File: config.mk
export PLATFORM = sky130hd
export DESIGN_NAME = pc_gen
export DESIGN_NICKNAME = d
export VERILOG_FILES = /design/src/rtl/pc_pkg.sv /design/src/rtl/pc_btb.sv /design/src/rtl/pc_gen.sv
export SDC_FILE = /design/constraint.sdc
export NUM_CORES = 1
export LEC_CHECK = 0
export CAP_MARGIN = 20
export CORE_MARGIN = 2
export CORE_UTILIZATION = 37
export CTS_BUF_LIST = sky130_fd_sc_hd__clkbuf_8
export CTS_CLUSTER_SIZE = 12
export DETAILED_ROUTE_END_ITERATION = 6
export MAX_ROUTING_LAYER = met4
export PLACE_DENSITY = 0.84
export SKIP_CTS_REPAIR_TIMING = 1
export SLEW_MARGIN = 25
export SYNTH_ARGS = -nofsm -noshare
export SYNTH_HDL_FRONTEND = slang
export SYNTH_SLANG_ARGS = --single-unit
export TNS_END_PERCENT = 30
File: constraint.sdc
create_clock -name clk -period 1.96 [get_ports clk]
set_input_delay 0.294 -clock clk [delete_from_list [all_inputs] [get_ports clk]]
set_output_delay 0.294 -clock clk [all_outputs]
set_load 0.05 [all_outputs]
File: src/rtl/pc_pkg.sv
// Shared types and constants for the program-counter generator and its BTB.
package pc_pkg;

    // Fetch sequencer states: BOOT is the single bubble after reset,
    // ERR parks the front end after a misaligned redirect until a trap.
    typedef enum logic [1:0] {
        BOOT = 2'd0,
        RUN  = 2'd1,
        ERR  = 2'd2
    } pc_state_e;

    // Low address bits that must be zero for a 4-byte aligned target.
    localparam logic [1:0] ALIGN_MASK = 2'b11;

    // Default sequential fetch increment in bytes.
    localparam int STEP_BYTES = 4;

    // Widest address the BTB entry fields are sized for.
    localparam int BTB_XLEN_MAX = 32;

    // One BTB line: the tag holds the PC bits above the index, zero-extended.
    typedef struct packed {
        logic                    valid;
        logic [BTB_XLEN_MAX-1:0] tag;
        logic [BTB_XLEN_MAX-1:0] target;
    } btb_entry_t;

endpackage

File: src/rtl/pc_btb.sv
// Direct-mapped branch target buffer: combinational lookup on the fetch PC,
// clocked install/invalidate from EX. A same-cycle lookup sees the old entry.
module pc_btb
    import pc_pkg::*;
#(
    parameter int XLEN      = 32,
    parameter int BTB_DEPTH = 16
) (
    input  logic            clk,
    input  logic            rst,
    input  logic [XLEN-1:0] lookup_pc,
    output logic            hit,
    output logic [XLEN-1:0] pred_target,
    input  logic            upd_valid,
    input  logic [XLEN-1:0] upd_pc,
    input  logic [XLEN-1:0] upd_target,
    input  logic            upd_taken
);

    localparam int IW = $clog2(BTB_DEPTH);

    btb_entry_t              mem [BTB_DEPTH];
    logic [IW-1:0]           lk_idx;
    logic [IW-1:0]           up_idx;
    logic [BTB_XLEN_MAX-1:0] lk_tag;
    logic [BTB_XLEN_MAX-1:0] up_tag;
    logic                    lk_aligned;
    logic                    up_aligned;
    btb_entry_t              lk_entry;

    assign lk_idx     = lookup_pc[IW+1:2];
    assign up_idx     = upd_pc[IW+1:2];
    assign lk_tag     = BTB_XLEN_MAX'(lookup_pc[XLEN-1:IW+2]);
    assign up_tag     = BTB_XLEN_MAX'(upd_pc[XLEN-1:IW+2]);
    // A misaligned PC can never be a branch, so it neither hits nor installs.
    assign lk_aligned = ((lookup_pc[1:0] & ALIGN_MASK) == 2'b00);
    assign up_aligned = ((upd_pc[1:0] & ALIGN_MASK) == 2'b00);

    // Lookup: hit when the indexed line is valid and the tag matches.
    always_comb begin
        lk_entry    = mem[lk_idx];
        hit         = lk_entry.valid && (lk_entry.tag == lk_tag) && lk_aligned;
        pred_target = lk_entry.target[XLEN-1:0];
    end

    // Update: only valid bits are reset; tag/target are don't-care until installed.
    always_ff @(posedge clk or negedge rst) begin
        if (!rst) begin
            for (int i = 0; i < BTB_DEPTH; i++) begin
                mem[i].valid <= 1'b0;
            end
        end else if (upd_valid && up_aligned) begin
            mem[up_idx].valid <= upd_taken;
            if (upd_taken) begin
                mem[up_idx].tag    <= up_tag;
                mem[up_idx].target <= BTB_XLEN_MAX'(upd_target);
            end
        end
    end

endmodule

File: src/rtl/pc_gen.sv
// Program-counter generator for the RV32 front end: fetch handshake, trap and
// redirect priority, stall handling and misaligned-target detection.
// Optional BTB prediction is built when the macro PC_BTB_EN is defined.
module pc_gen
    import pc_pkg::*;
#(
    parameter int              XLEN         = 32,
    parameter logic [XLEN-1:0] RESET_VECTOR = '0,
    parameter int              STEP         = STEP_BYTES,
    parameter int              BTB_DEPTH    = 16
) (
    input  logic            clk,
    input  logic            rst,
    input  logic            en,
    input  logic            fetch_ready,
    output logic            fetch_valid,
    output logic [XLEN-1:0] pc_out,
    input  logic            redirect_valid,
    input  logic [XLEN-1:0] redirect_pc,
    input  logic            trap_valid,
    input  logic [XLEN-1:0] trap_pc,
    output logic            flush,
    output logic            misalign_err,
    output logic [XLEN-1:0] err_addr,
    output logic            pred_taken,
    input  logic            btb_upd_valid,
    input  logic [XLEN-1:0] btb_upd_pc,
    input  logic [XLEN-1:0] btb_upd_target,
    input  logic            btb_upd_taken
);

    pc_state_e       state, state_n;
    logic [XLEN-1:0] pc_n;
    logic [XLEN-1:0] err_addr_n;
    logic            flush_n;
    logic            fire;
    logic            btb_hit;
    logic [XLEN-1:0] btb_target;

`ifdef PC_BTB_EN
    pc_btb #(
        .XLEN      (XLEN),
        .BTB_DEPTH (BTB_DEPTH)
    ) u_btb (
        .clk         (clk),
        .rst         (rst),
        .lookup_pc   (pc_out),
        .hit         (btb_hit),
        .pred_target (btb_target),
        .upd_valid   (btb_upd_valid),
        .upd_pc      (btb_upd_pc),
        .upd_target  (btb_upd_target),
        .upd_taken   (btb_upd_taken)
    );
`else
    logic unused_btb;
    assign unused_btb = ^{btb_upd_valid, btb_upd_pc, btb_upd_target, btb_upd_taken};
    assign btb_hit    = 1'b0;
    assign btb_target = '0;
`endif

    assign fetch_valid  = (state == RUN);
    assign misalign_err = (state == ERR);
    assign pred_taken   = btb_hit;
    assign fire         = fetch_valid & fetch_ready & en;

    // Next-PC mux and state transitions, trap over redirect over fire.
    always_comb begin
        state_n    = state;
        pc_n       = pc_out;
        err_addr_n = err_addr;
        flush_n    = 1'b0;
        case (state)
            BOOT: begin
                // Trap and redirect are dropped here: one bubble, then fetch.
                state_n = RUN;
            end
            RUN, ERR: begin
                if (trap_valid) begin
                    pc_n    = trap_pc;
                    flush_n = 1'b1;
                    state_n = RUN;
                end else if (redirect_valid && (state == RUN)) begin
                    flush_n = 1'b1;
                    if ((redirect_pc[1:0] & ALIGN_MASK) != 2'b00) begin
                        err_addr_n = redirect_pc;
                        state_n    = ERR;
                    end else begin
                        pc_n = redirect_pc;
                    end
                end else if (fire) begin
                    pc_n = btb_hit ? btb_target : (pc_out + XLEN'(STEP));
                end
            end
            default: state_n = BOOT;
        endcase
    end

    // State, PC, error capture and the one-cycle flush pulse.
    always_ff @(posedge clk or negedge rst) begin
        if (!rst) begin
            state    <= BOOT;
            pc_out   <= RESET_VECTOR;
            err_addr <= '0;
            flush    <= 1'b0;
        end else begin
            state    <= state_n;
            pc_out   <= pc_n;
            err_addr <= err_addr_n;
            flush    <= flush_n;
        end
    end

endmodule
Word-level counts from Yosys, hierarchy flattened
Index checks and enable logic that the tools add are counted.

Order comparisons: 0. Multiply operators: 0. Shift operators: 0. Add/subtract/negate cells: 1. Reductions and logical operators: 8. Equal/unequal tests: 5. Bitwise logic cells: 3. Mux-type cells: 11. Divide/modulo/power cells: 0.

Operator list (number): $mux 32 (4); $add 32x3->32 const B (1); $ne 3x3->1 const B (3); $mux 2 (3); $pmux 2 s2 (1); $reduce_and 4->1 (1); $mux 1 (3); $reduce_and 3->1 (1); $reduce_bool 3->1 (1); $and 1x1->1 (2); $eq 2x1->1 const B (1); $eq 2x2->1 const B (1); $logic_not 2->1 (1); $reduce_and 2->1 (1); $reduce_bool 2->1 (1); $reduce_or 2->1 (1); $logic_and 1x1->1 (1); $not 1->1 (1).

Output and inout port bits: 68. Bits in registers: 67. ROM bits: 0. Memories: 0. Bits in writable memories: 0. Bits in latches: 0. Logic and storage cells: 32.

Depth between registers and ports, before layout
Depth after elaboration: 6. Gate-level depth with buffers: 9.

Least setup slack after synthesis
OpenSTA, ideal clock, no wires.

Path kind: register -> register. From: register state[1]. To: register err_addr[0]. Arrival time: 2.170 ns. Cell stages (with the launch flop): 8. Slack: -0.335 ns. Path through: dfrtp_1 inv_1 ha_1 and2_1 o21ai_0 nor2_1 buf_2 mux2_2.

Longest elaborated chain between the ends: 3. Elaborated cells between the ends (all ways): 5. Classes of those cells: eq/ne: 2; reduce/logical: 3.

RTL lines: start: declaration (line pc_gen.sv:32) `pc_state_e state, state_n;`; start signal: assignment (line pc_gen.sv:107) `state <= state_n;`; $eq 2x1->1 *; via fetch_valid (line pc_gen.sv:16) `output logic fetch_valid,`; $reduce_or 2->1 or $logic_and 1x1->1 (tied branches) (line pc_gen.sv:73, pc_gen.sv:83); $reduce_and 4->1 (no line) *; end signal: assignment (line pc_gen.sv:109) `err_addr <= err_addr_n;`; end: declaration (line pc_gen.sv:24) `output logic [XLEN-1:0] err_addr,`.

Mark *: on every way through the listed nets, which the timed path passes. The rest lies on a longest branch. A chain may end at the register's enable or synchronous reset.

Worst setup path in the final report
From: register state[0]. To: register pc_out[24].

Longest elaborated chain between the ends: 5. Elaborated cells between the ends (all ways): 11. Classes of those cells: eq/ne: 3; mux: 2; bitwise: 2; reduce/logical: 4.

RTL lines: $eq 2x1->1 (line pc_gen.sv:62, pc_gen.sv:73, pc_gen.sv:83); $and 1x1->1 (2 in a row) (line pc_gen.sv:65) `assign fire = fetch_valid & fetch_ready & en;`; $reduce_bool 3->1 (no line); $reduce_and 3->1 (no line); end signal: assignment (line pc_gen.sv:108) `pc_out <= pc_n;`; end: declaration (line pc_gen.sv:17) `output logic [XLEN-1:0] pc_out,`.

Several ways; a longest one is shown, not always the timed one.

==> metrics.cfg <==
[place]
hpwlAfterDp_um=9780
dp.cells=711
gp_congestion=0.910
place_area_um2=5710
portBuffers=136
pre_cts_ws_ns=-0.190

[power_and_ir_drop]
vdd.ir_drop.worst_mv=0.897
combPwrFrac=0.600
p_sw_frac=0.500
p_seq_frac=0.269
switchingPower_mw=5.14
p_leak_nw=2.52
cellPowerDensity_nw_per_um2=1710
p_clk_frac=0.131
internal-power_mw=5.14

[setup_path]
r2r-end=pc_out[24]
critPathRequiredTime_ns=2.23
crit_path_frequent_cell=o21ai_0
path_max_fanout=7
critPathTopFamily=simple AND/OR/NAND/NOR gates
crit_chain=ha_4, a21o_1, nor4_2, and3b_2, o21ai_0, o21ai_0
path_buf_inv=0
reg2reg_depth=6
critPathLaunchType=flop
timing.rr.start=state[0]
r2r_setup_slack_ns=0.03
arrival_ns=2.20
cp_slowest_stage_delay_ns=0.45
critPathKind=reg -> reg
cp_slowest_cell=dfrtp_2
setup.worst_path.end_class=flop

[synthesis]
ys.flop_type=dfrtp_1
synth_top_family_by_area=simple AND/OR/NAND/NOR gates
synth_edf_count=0
synth_cell_type_count=52
async_flop_share=1.00
synth_compound_area_frac=0.206
syn_area_per_cell_um2=9.28
synth_top_area_share=0.434
synthMuxAreaShare=0.0959
post_synth_fa_ha_maj_area_fraction=0.0162
synth-simple-area-share=0.207
ys_top_cells_by_area=dfrtp_1 (43%), mux2_2 (9.3%), o21ai_0 (5.7%), nand2_1 (5.2%), a21oi_1 (4.7%)
netlist_instances=416
ys_warn_count=0
ys_seq_area_frac=0.434
synth_nets=557
yosysTopAreaCell=dfrtp_1
syn_area_um2=3860
synth_xor_area_frac=0
ys_ff_latch=67

[cells_and_area]
n_antenna_cell=0
final_nets=728
synthToLayoutAreaGrowth_pct=55.5
drive_gt1_frac=0.262
final_cells=728
final_area_um2=6010

[clock_tree]
clkSinkCount=67
cts_tree=built
cts_buffers=9
clockBufferDepth=2
cts-root-buf=clkbuf_8
clk_latency_ns=0.36
htree_levels=3
cts.clk_slew.worst_paths_ns=0.08

[die]
initial_core_util=0.377
ios=204
fp.dieArea_um2=11300
rows=37
die_x_um=106
die_y_um=106
core_area_um2=10200

[timing]
rsz0062_at_grt=true
period_needed_ns=1.93
fin_skew_ns=0.00876
worst_slew_pin_slew_ns=0.546
hold_viol=0
period_share=0.987
holdWs_ns=0.415
finalSetupViolations=0
fin_tns_setup_ns=0
drv_slew=0
worst_slack_ns=0.0259
max-slew-margin-rel=0.635
max_freq_mhz=517

[routing]
routed.top_layer=met4
vias=4087
antenna_left=0
routed_wl_um=13000
drt_iter0_markers=245
drc_errors=0
first_pass_iters=4
wl_met3_um=827
wire_per_inst_um=17.8
detail_route.vias_per_cell=5.61
wl_met2_um=6090
wl_met1_um=5570

[global_route]
antenna_found_initial=0
grt_pass1_wl_um=20800
grt_usage=0.241
grt_pass1_vias=4246
grt_max_degree=68
overflow=0

[min_path]
holdPathEnd=state[0]
hold_path.class=in -> reg
whs_path_depth=3
holdCritStartpoint=trap_valid

[status]
outcome=completed

[job]
max_cap_viol_count=0

==> power groups by stage <==
stage | Combinational [mW] | Clock [mW] | Sequential (mW)
after global placement | 5.99 | 0 | 2.73
after floorplan | 1.62 | 0 | 4.91
final | 6.16 | 1.35 | 2.77
after global routing | 6.48 | 1.44 | 2.87
after CTS | 6.11 | 1.36 | 2.76
after detailed placement | 6.09 | 0 | 2.77
==> cell families after synthesis <==
logic type,Yosys count
buf+inv,36
mux,33
simple gates,143
fa+ha+maj,5
flops,67
compound gates,131
other cells,1
==> flip-flops by register name, summed over array words and instances, names as in the netlist <==
register and count:
err_addr 32, pc_out 32, state 2, flush 1
==> cell type report <==
cell class | instances | area [um^2]
Multi-Input combinational cell | 313 | 2100
Tap cell | 136 | 170
Clock inverter | 5 | 76.3
Fill cell | 874 | 4230
Sequential cell | 67 | 1700
Clock buffer | 11 | 151
Inverter | 8 | 30.0
Timing Repair Buffer | 188 | 1780
==> per-stage QoR <==
step	power (mW)	util
floorplan	6.53	-
global placement	8.71	0.558
detailed placement	8.86	0.558
CTS	10.2	0.581
global route	10.8	0.587
finish	10.3	0.587
==> how the worst max path moves through the flow <==
stage	cells past startpoint	endpoint	startpoint
6_report	6	pc_out[24]	state[0]
3_3_place_gp	7	pc_out[26]	redirect_valid
2_1_floorplan	6	pc_out[31]	pc_out[10]
3_5_place_dp	7	pc_out[24]	redirect_valid
5_1_grt	6	pc_out[24]	state[0]
4_1_cts	6	err_addr[5]	state[0]
==> per-layer routing <==
metal  track usage  vias up
li1              -     1888
met1         0.308     1973
met2         0.372      188
met3        0.0429       38
met4         0.116        0
met5             -        -
==> placed cells by master, fill, tap and decap left out, types with 3 or more instances in the layout <==
cell type / count
clkdlybuf4s50_1: 112
buf_4: 62
nand2_1: 54
dfrtp_1: 50
o21ai_0: 43
a21oi_1: 36
mux2_2: 32
dfrtp_2: 17
nor2_1: 15
and3_1: 15
nand4_1: 11
nor3_1: 11
nand3_1: 11
clkbuf_8: 11
a31oi_1: 10
inv_1: 8
a221oi_1: 6
o31ai_1: 5
dlymetal6s2s_1: 5
buf_12: 5
nor4_4: 3
o31a_1: 3
o22ai_1: 3
o211ai_1: 3
nor4_1: 3
a22o_1: 3
ha_1: 3
==> worst register-to-register path, stage by stage (launching register included) <==
cell and delay [ns]:
dfrtp_2 0.45, ha_4 0.20, a21o_1 0.24, nor4_2 0.39, and3b_2 0.28, o21ai_0 0.09, o21ai_0 0.19
==> Yosys cell counts (all sizes together) (2+ instances only) <==
cell type / n
dfrtp: 67
nand2: 54
o21ai: 46
a21oi: 36
mux2: 32
nor2: 17
and3: 15
buf: 14
clkbuf: 14
nand3: 12
nand4: 12
nor3: 12
a31oi: 10
inv: 8
nor4: 8
a221oi: 7
o31ai: 7
ha: 5
o31a: 4
a22o: 3
and2: 3
o211ai: 3
o22ai: 3
a211o: 2
a21o: 2
a32o: 2
(Power assumes the default switching activity.)
